<file path="src/rtl/uart_tx_fifo_if.sv">
`default_nettype none
// ============================================================================
// Module      : uart_tx_fifo_if
// Description : Client-side bundle for the UART transmitter: FIFO write port,
//               FIFO status flags and the serial line/frame status outputs.
// Revision    : 1.0 - initial release
// ============================================================================
interface uart_tx_fifo_if;
  logic       wr_en;
  logic [7:0] wr_data;
  logic       full;
  logic       empty;
  logic       tx;
  logic       busy;
  logic       done;

  // Client side: pushes bytes, observes status and the line
  modport master (
    output wr_en, wr_data,
    input  full, empty, tx, busy, done
  );

  // Transmitter side
  modport slave (
    input  wr_en, wr_data,
    output full, empty, tx, busy, done
  );
endinterface
`default_nettype wire

</file>
<file path="src/rtl/uart_tx_fifo.sv">
`default_nettype none
// ============================================================================
// Module      : uart_tx_fifo
// Description : 8N1 UART transmitter fed by a small byte FIFO. Queued bytes
//               are sent back to back with no idle gap between frames.
// Revision    : 1.0 - initial release
// ============================================================================
module uart_tx_fifo #(
  parameter int CLKS_PER_BIT = 1250,
  parameter int STOP_BITS    = 1,
  parameter int FIFO_DEPTH   = 4
) (
  input  logic          clk,
  input  logic          nrst,
  uart_tx_fifo_if.slave bus
);

  localparam int PTR_W  = $clog2(FIFO_DEPTH);
  localparam int CNT_W  = PTR_W + 1;
  localparam int BAUD_W = $clog2(CLKS_PER_BIT);

  typedef enum logic [1:0] {
    IDLE  = 2'd0,
    START = 2'd1,
    DATA  = 2'd2,
    STOP  = 2'd3
  } state_t;

  logic [7:0]        mem [FIFO_DEPTH];
  logic [PTR_W-1:0]  wr_ptr;
  logic [PTR_W-1:0]  rd_ptr;
  logic [CNT_W-1:0]  count;
  logic              push;
  logic              pop;
  logic              fifo_full;
  logic              fifo_empty;

  state_t            state;
  state_t            state_next;
  logic [BAUD_W-1:0] baud_cnt;
  logic [BAUD_W-1:0] baud_next;
  logic [2:0]        bit_idx;
  logic [2:0]        bit_next;
  logic [7:0]        shift;
  logic [7:0]        shift_next;
  logic              tx_line;
  logic              tx_next;
  logic              busy;
  logic              bit_end;
  logic              last_stop;

  // Flags come from the registered count; a write while full is dropped even
  // if the transmitter pops in the same cycle.
  assign fifo_full  = (count == CNT_W'(FIFO_DEPTH));
  assign fifo_empty = (count == '0);
  assign push       = bus.wr_en & ~fifo_full;
  assign bit_end    = (baud_cnt == BAUD_W'(CLKS_PER_BIT - 1));
  // In STOP, bit_idx counts stop bits rather than data bits.
  assign last_stop  = (bit_idx == 3'(STOP_BITS - 1));

  assign bus.full  = fifo_full;
  assign bus.empty = fifo_empty;
  assign bus.tx    = tx_line;
  assign bus.busy  = busy;
  assign bus.done  = (state == STOP) && bit_end && last_stop;

  // FIFO storage; contents need no reset since count gates every read
  always_ff @(posedge clk) begin
    if (push) mem[wr_ptr] <= bus.wr_data;
  end

  // FIFO pointers and occupancy count
  always_ff @(posedge clk or negedge nrst) begin
    if (!nrst) begin
      wr_ptr <= '0;
      rd_ptr <= '0;
      count  <= '0;
    end else begin
      if (push) wr_ptr <= wr_ptr + PTR_W'(1);
      if (pop)  rd_ptr <= rd_ptr + PTR_W'(1);
      case ({push, pop})
        2'b10:   count <= count + CNT_W'(1);
        2'b01:   count <= count - CNT_W'(1);
        default: ;
      endcase
    end
  end

  // Transmitter state, counters, shifter and registered line/busy outputs
  always_ff @(posedge clk or negedge nrst) begin
    if (!nrst) begin
      state    <= IDLE;
      baud_cnt <= '0;
      bit_idx  <= '0;
      shift    <= '0;
      tx_line  <= 1'b1;
      busy     <= 1'b0;
    end else begin
      state    <= state_next;
      baud_cnt <= baud_next;
      bit_idx  <= bit_next;
      shift    <= shift_next;
      tx_line  <= tx_next;
      busy     <= (state_next != IDLE);
    end
  end

  // Next-state logic; the shifter is loaded only when the head byte is popped
  always_comb begin
    state_next = state;
    baud_next  = baud_cnt;
    bit_next   = bit_idx;
    shift_next = shift;
    tx_next    = tx_line;
    pop        = 1'b0;

    case (state)
      IDLE: begin
        tx_next = 1'b1;
        if (!fifo_empty) begin
          pop        = 1'b1;
          shift_next = mem[rd_ptr];
          baud_next  = '0;
          bit_next   = '0;
          tx_next    = 1'b0;
          state_next = START;
        end
      end

      START: begin
        if (bit_end) begin
          baud_next  = '0;
          bit_next   = '0;
          tx_next    = shift[0];
          state_next = DATA;
        end else begin
          baud_next = baud_cnt + BAUD_W'(1);
        end
      end

      DATA: begin
        if (bit_end) begin
          baud_next = '0;
          if (bit_idx == 3'd7) begin
            bit_next   = '0;
            tx_next    = 1'b1;
            state_next = STOP;
          end else begin
            // Next bit on the line is the one that lands in shift[0]
            shift_next = {1'b0, shift[7:1]};
            bit_next   = bit_idx + 3'd1;
            tx_next    = shift[1];
          end
        end else begin
          baud_next = baud_cnt + BAUD_W'(1);
        end
      end

      STOP: begin
        if (bit_end) begin
          baud_next = '0;
          if (last_stop) begin
            bit_next = '0;
            if (!fifo_empty) begin
              // Chain straight into the next start bit, no idle gap
              pop        = 1'b1;
              shift_next = mem[rd_ptr];
              tx_next    = 1'b0;
              state_next = START;
            end else begin
              tx_next    = 1'b1;
              state_next = IDLE;
            end
          end else begin
            bit_next = bit_idx + 3'd1;
          end
        end else begin
          baud_next = baud_cnt + BAUD_W'(1);
        end
      end

      default: begin
        tx_next    = 1'b1;
        state_next = IDLE;
      end
    endcase
  end

endmodule
`default_nettype wire
</file>
<file path="src/flat_wrapper.sv">
// flat-port wrapper written by rule: the top's interface ports become plain ports
module uart_tx_fifo_flat 
#(
  parameter int CLKS_PER_BIT = 1250,
  parameter int STOP_BITS    = 1,
  parameter int FIFO_DEPTH   = 4
)
  (clk, nrst, bus_wr_en, bus_wr_data, bus_full, bus_empty, bus_tx, bus_busy, bus_done);
  uart_tx_fifo_if bus_i ();
  input  logic clk;
  input  logic nrst;
  input wire logic [$bits(bus_i.wr_en)-1:0] bus_wr_en;
  input wire logic [$bits(bus_i.wr_data)-1:0] bus_wr_data;
  output wire logic [$bits(bus_i.full)-1:0] bus_full;
  output wire logic [$bits(bus_i.empty)-1:0] bus_empty;
  output wire logic [$bits(bus_i.tx)-1:0] bus_tx;
  output wire logic [$bits(bus_i.busy)-1:0] bus_busy;
  output wire logic [$bits(bus_i.done)-1:0] bus_done;
  assign bus_i.wr_en = bus_wr_en;
  assign bus_i.wr_data = bus_wr_data;
  assign bus_full = bus_i.full;
  assign bus_empty = bus_i.empty;
  assign bus_tx = bus_i.tx;
  assign bus_busy = bus_i.busy;
  assign bus_done = bus_i.done;
  uart_tx_fifo #(.CLKS_PER_BIT(CLKS_PER_BIT), .STOP_BITS(STOP_BITS), .FIFO_DEPTH(FIFO_DEPTH)) u_core (.clk(clk), .nrst(nrst), .bus(bus_i));
endmodule
</file>
<file path="config.mk">
export PLATFORM = sky130hd
export DESIGN_NAME = uart_tx_fifo_flat
export DESIGN_NICKNAME = d
export VERILOG_FILES = /design/src/rtl/uart_tx_fifo_if.sv /design/src/rtl/uart_tx_fifo.sv /design/src/flat_wrapper.sv
export SDC_FILE = /design/constraint.sdc
export NUM_CORES = 1
export LEC_CHECK = 0
export CAP_MARGIN = 20
export CORE_ASPECT_RATIO = 0.75
export CORE_UTILIZATION = 60
export CTS_BUF_LIST = sky130_fd_sc_hd__clkbuf_2
export CTS_CLUSTER_SIZE = 20
export DETAILED_ROUTE_END_ITERATION = 8
export PLACE_DENSITY = 0.8
export SETUP_SLACK_MARGIN = 0.02
export SYNTH_ARGS = -nofsm -noshare
export SYNTH_HDL_FRONTEND = slang
export SYNTH_SLANG_ARGS = --single-unit
</file>
<file path="constraint.sdc">
create_clock -name clk -period 3.4 [get_ports clk]
set_input_delay 0.68 -clock clk [delete_from_list [all_inputs] [get_ports clk]]
set_output_delay 0.68 -clock clk [all_outputs]
set_load 0.03 [all_outputs]
</file>
## Yosys cells after proc, flatten, opt, wreduce, memory -nomap -nowiden

Memory sizes are Yosys's and may differ from the RTL's.
Index checks and enable logic that the tools add are counted.

- Add/sub/neg operators: 6
- Eq/ne operators: 14
- Mux-type cells: 38
- Bitwise logic cells: 2
- Reductions and logical operators: 12

Operators by type and width:

| kind | number |
|---|---|
| 8-bit two-way mux | 5 |
| 8-bit case mux with 3 select lines | 1 |
| 11-bit two-way mux | 2 |
| 11-bit case mux with 2 select lines | 1 |
| 3-bit two-way mux | 6 |
| 1-bit two-way mux | 12 |
| 2-bit two-way mux | 6 |
| 3-bit case mux with 4 select lines | 1 |
| 11-bit by 1-bit adder with 11-bit output (second input constant) | 1 |
| 11-bit == test (second input constant) | 1 |
| 2-bit by 1-bit inequality test with 1-bit output (second input constant) | 4 |
| 2-bit case mux with 4 select lines | 1 |
| 4-bit AND reduction | 2 |
| 3-bit by 1-bit adder with 3-bit output (second input constant) | 2 |
| 2-bit == test (second input constant) | 3 |
| 3-bit == test (second input constant) | 2 |
| 3-bit zero test | 2 |
| 3-bit case mux with 2 select lines | 1 |
| 5-bit AND reduction | 1 |
| 2-bit by 1-bit adder with 2-bit output (second input constant) | 2 |
| 2-bit by 1-bit == test with 1-bit output (second input constant) | 2 |
| 2-bit inequality test (second input constant) | 2 |
| 1-bit case mux with 4 select lines | 1 |
| 2-bit nonzero test | 2 |
| 8 further kinds | 9 |

- Register bits after elaboration: 33
- Memory bits (writable): 32
- Input bits: 11
- Output and inout port bits: 5
- Memories: 1

Memories:

| memory | depth | width | rd ports | clocked after memory_dff | write ports | line | source |
|---|---|---|---|---|---|---|---|
| u_core.mem | 4 | 8 | 1 | 0 | 1 | uart_tx_fifo.sv:29 | `logic [7:0] mem [FIFO_DEPTH];` |

## Logic depth before layout (Yosys ltp)

- Word-level depth: 7
- Mapped depth: 11
- Depth with buffers taken out: 11

## Worst setup path before layout

No wires, ideal clock.

- Path type: register to register
- From: register u_core.baud_cnt[1]
- To: register u_core.count[2]
- Arrival time: 3384 ps
- Required time: 3321 ps
- Setup slack: -63 ps
- Cell stages (with the launch flop): 12
- Path buffers: 0
- Clock period less this slack: 3463 ps
- Cells stage by stage: dfrtp_1 inv_1 ha_1 or4b_1 nor4_1 o21a_1 ha_1 inv_1 fa_1 xor2_1 nor2_1 xor2_1

- Word-level cells in the longest chain between the ends: 5
- Elaborated cells between the ends (all ways): 7
- Those cells by class: eq/ne: 3; mux: 3; reduce/logical: 1

RTL lines:

| element | line | source |
|---|---|---|
| from (decl) | uart_tx_fifo.sv:40 | `logic [BAUD_W-1:0] baud_cnt;` |
| from (signal assigned) | uart_tx_fifo.sv:100 | `baud_cnt <= baud_next;` |
| 11-bit == test * | uart_tx_fifo.sv:57 | `assign bit_end = (baud_cnt == BAUD_W'(CLKS_PER_BIT - 1));` |
| 1-bit two-way mux * | uart_tx_fifo.sv:160 | `if (bit_end) begin` |
| 1-bit case mux with 2 select lines * | uart_tx_fifo.sv:117 | `case (state)` |
| via u_core.pop | uart_tx_fifo.sv:34 | `logic pop;` |
| 2-bit by 1-bit == test with 1-bit output / 2-bit == test (equally long branches) | uart_tx_fifo.sv:81 | `case ({push, pop})` |
| 3-bit case mux with 2 select lines / 2-bit nonzero test (equally long branches) | -- |  |
| to (signal assigned) | uart_tx_fifo.sv:82 | `2'b10: count <= count + CNT_W'(1);` |
| to (signal assigned) | uart_tx_fifo.sv:83 | `2'b01: count <= count - CNT_W'(1);` |
| to (decl) | uart_tx_fifo.sv:32 | `logic [CNT_W-1:0] count;` |

Mark *: on every way through the listed nets, which the timed path passes. The rest lies on a longest branch.
A chain may end at the register's enable or synchronous reset.

## Worst setup path in the final report

- From: register u_core.baud_cnt[1]
- To: output bus_done

- Word-level cells in the longest chain between the ends: 3

RTL lines:

| element | line | source |
|---|---|---|
| 11-bit == test | uart_tx_fifo.sv:57 |  |
| 1-bit logical AND (2 in a row) | uart_tx_fifo.sv:65 | `assign bus.done = (state == STOP) && bit_end && last_stop;` |
| to (decl) | flat_wrapper.sv:18 | `output wire logic [$bits(bus_i.done)-1:0] bus_done;` |

Every way passes these cells.

==> reports/qor.yml <==
p_per_area_nw_per_um2: 853
drv_slew: 0
dpl.hpwl_mm: 3.92
final_core_utilization_pct: 70.1
ctsHoldBuffers: 0
status: "finished, final reports clean"
synthesis.area_sq_um: 3140
vias: 1959
grt_setup_unrepaired: "no"
floorplan.initialDensity_pct: 63.4
synth_top_area_share_pct: 30.6
timing.critical_path.from_type: "flip-flop"
yosys-top-cells-area: "sky130_fd_sc_hd__edfxtp_1, sky130_fd_sc_hd__dfrtp_1, sky130_fd_sc_hd__ha_1"
grt_use_total_pct: 23.9
rd_place_congestion: 0.807
drt_iter0_drc: 237
ir_worst_vdd_uv: 440
detail_route.wl_per_cell_um: 17.6
path_class: "flip-flop to primary output"
worst_hold_startpoint: "u_core.shift[6]"
drt-total-wl_mm: 5.63
synthCells: 232
tritoncts.num_buffers: 9
root_buffer: "sky130_fd_sc_hd__clkbuf_2"
critical_path_peak_fanout: 4
dpl_worst_slack_ns: 0.496
grt_antenna_before_repair: 0
multi_input_area_sq_um: 1290
placedCellCount: 303
clock_pin_transition_on_the_worst_setup_and_hold_timing_paths_ns: 0.17
ys.flop_type: "sky130_fd_sc_hd__edfxtp_1"
synth_area_per_cell_sq_um: 13.5
design.portCount: 16
min_delay_worst_endpoint: "u_core.shift[6]"
worst_case_reg_to_reg_path_depth: 11
ys_warn_count: 0
worst_clock_skew_ns: 0.0222
placeableCoreArea_sq_um: 4950
setup_violations: 0
post-layout-total-power_uw: 2960
tns_ns: 0
antenna_violating_nets_post_route: 0
rrSetupSlack_ns: 0.53
buffer_depth_of_the_longest_clock_path: 2
grt_pass1_vias: 1928
grt_start_max_net_pins: 34
stdcell_count: 319
synth-edff-count: 32
whs_path_depth: 1
max_freq_ghz: 0.319
maxCapViolCount: 0
max_slew.worst_pin.slew_ns: 0.907
post-synth-top-area-cell: "sky130_fd_sc_hd__edfxtp_1"
ctsResizeCount: 1
layout.nets: 281
port_buffers: 15
report.final.hold_viol_count: 0
die_y_um: 64.7
fillCellCount: 350
drtPass1Iterations: 6
diodes: 0
cts_setup_buffers: 0
dieArea_sq_um: 5530
synth_cell_type_count: 49
critPathArrivalTime_ns: 2.46
die_width_um: 85.6
worst_r2r_startpoint: "u_core.baud_cnt[1]"
cts_tree: "yes"
critical_path_required_ns: 2.72
worstReg2RegEnd: "u_core.count[2]"
slew_headroom_pct: 39.3
clock-sinks: 65
synth_async_sr_flop_share_pct: 50.8
flow.area_growth_from_synthesis_pct: 10.4
hp-class: "flip-flop to flip-flop"
finalCriticalPeriod_ns: 3.14
clk_latency_ns: 0.49
grt_remaining_overflow: 0
share_of_layout_cells_above_drive_strength_1_pct: 16.6
ctsHtreeMaxLevel: 3
setup_slack_ns: 0.263
seq_area_sq_um: 1790
power.static_leakage_uw: 0.00139
final.period_utilization_pct: 92.3
grt_first_pass_wirelength_mm: 9.59
postSynthRegisterBits: 65
synth_sequential_area_ratio_pct: 56.9
synth.net_count: 259
post-route-drc-count: 0
post_drt_via_cell_ratio: 6.14
critPathCaptureType: "primary output"
num_rows: 22
## cell usage after synthesis, types with 2 or more instances
cell                       number
sky130_fd_sc_hd__o21ai_0       11
sky130_fd_sc_hd__xnor2_1        3
sky130_fd_sc_hd__nand2b_1       5
sky130_fd_sc_hd__clkbuf_1       4
sky130_fd_sc_hd__nand3b_1       2
sky130_fd_sc_hd__o211ai_1       2
sky130_fd_sc_hd__xor2_1         4
sky130_fd_sc_hd__nand3_1        5
sky130_fd_sc_hd__and2_1         6
sky130_fd_sc_hd__a41oi_1        2
sky130_fd_sc_hd__nor2_1         7
sky130_fd_sc_hd__mux2_1         3
sky130_fd_sc_hd__nor3_1         3
sky130_fd_sc_hd__dfrtp_1       32
sky130_fd_sc_hd__mux2_2        15
sky130_fd_sc_hd__mux2i_1        3
sky130_fd_sc_hd__inv_1         14
sky130_fd_sc_hd__edfxtp_1      32
sky130_fd_sc_hd__ha_1          15
sky130_fd_sc_hd__a21o_1         3
sky130_fd_sc_hd__mux4_2         8
sky130_fd_sc_hd__a21oi_1        4
sky130_fd_sc_hd__nor2b_1        3
sky130_fd_sc_hd__nand2_1       11
sky130_fd_sc_hd__a31oi_1        7
sky130_fd_sc_hd__or3_1          5
## where the power goes
| group | internal (uW) | switching (uW) |
|---|---|---|
| Clock | 168 | 266 |
| Sequential | 1070 | 186 |
| Combinational | 619 | 651 |
## routing by layer
| metal | routed length [um] | share of wire (%) | global-route usage, % |
|---|---|---|---|
| met3 | 336 | 6.0 | 8.28 |
| met2 | 2540 | 45 | 34.6 |
| met1 | 2680 | 48 | 34.1 |
| met4 | 67 | 1.2 | 7.50 |
| met5 | 0 | 0 | 0 |
## sequential cells by signal, summed over array words and instances (netlist names)
signal	flops
u_core.mem	32
u_core.wr_ptr	2
u_core.bus.tx	1
u_core.bit_idx	3
u_core.baud_cnt	11
u_core.state	2
u_core.shift	8
u_core.count	3
u_core.bus.busy	1
u_core.rd_ptr	2
## stage by stage
| step | hold slack, ns | cell area, sq um |
|---|---|---|
| after floorplan | 0.384 | 3150 |
| after global placement | 0.463 | 3360 |
| after detailed placement | 0.474 | 3360 |
| after CTS | 0.513 | 3470 |
| after global routing | 0.539 | 3470 |
| final | 0.513 | 3470 |
## critical path, cell delays in order, from the launching register on
cell and delay (ns):
sky130_fd_sc_hd__dfrtp_1 0.44, sky130_fd_sc_hd__inv_1 0.08, sky130_fd_sc_hd__ha_1 0.15, sky130_fd_sc_hd__or4b_1 0.50
sky130_fd_sc_hd__nor4_2 0.35, sky130_fd_sc_hd__dlygate4sd2_1 0.45
## worst max-delay path by stage
stage,startpoint,end,slack (ns),depth (start not counted)
final,u_core.baud_cnt[1],bus_done,0.26,5
after global routing,u_core.baud_cnt[1],bus_done,0.11,5
after CTS,u_core.baud_cnt[1],bus_done,0.22,5
after detailed placement,u_core.baud_cnt[1],bus_done,0.50,5
after global placement,u_core.baud_cnt[1],bus_done,0.52,5
after floorplan,u_core.baud_cnt[1],u_core.count[2],0.33,11
## cells by family (layout without fill, tap and decap cells)
logic type,count (synthesis),in the layout,share of synthesized area (%)
buffers and inverters,19,46,2.27
AOI/OAI and AO/OA,42,42,9.51
DFF,65,65,56.9
adders and majority gates,16,16,6.61
muxes,29,29,13.1
and+or+nand+nor,54,54,9.63
xor gates and xnor gates,7,7,1.95
## layout by cell type, fill, tap and decap left out, types with 4 or more instances in the layout
master                            count
sky130_fd_sc_hd__nand2b_1             5
sky130_fd_sc_hd__and2_1               6
sky130_fd_sc_hd__o21ai_0             11
sky130_fd_sc_hd__ha_1                15
sky130_fd_sc_hd__nor2_1               7
sky130_fd_sc_hd__mux2_2              15
sky130_fd_sc_hd__or3_1                5
sky130_fd_sc_hd__clkbuf_2            10
sky130_fd_sc_hd__dfrtp_1             32
sky130_fd_sc_hd__a21oi_1              4
sky130_fd_sc_hd__edfxtp_1            32
sky130_fd_sc_hd__nand3_1              5
sky130_fd_sc_hd__a31oi_1              7
sky130_fd_sc_hd__inv_1               14
sky130_fd_sc_hd__mux4_2               8
sky130_fd_sc_hd__nand2_1             11
sky130_fd_sc_hd__clkdlybuf4s50_1     14
sky130_fd_sc_hd__xor2_1               4
## final cells by class
| class | instances | area share (%) |
|---|---|---|
| multi-input cells | 148 | 37.2 |
| clock buffers | 10 | 1.44 |
| well taps | 60 | 2.16 |
| repair buffers | 16 | 4.51 |
| clock inverters | 6 | 1.69 |
| inverters | 14 | 1.51 |
| flip-flops and latches | 65 | 51.5 |
Power figures use the tool's default switching activity.
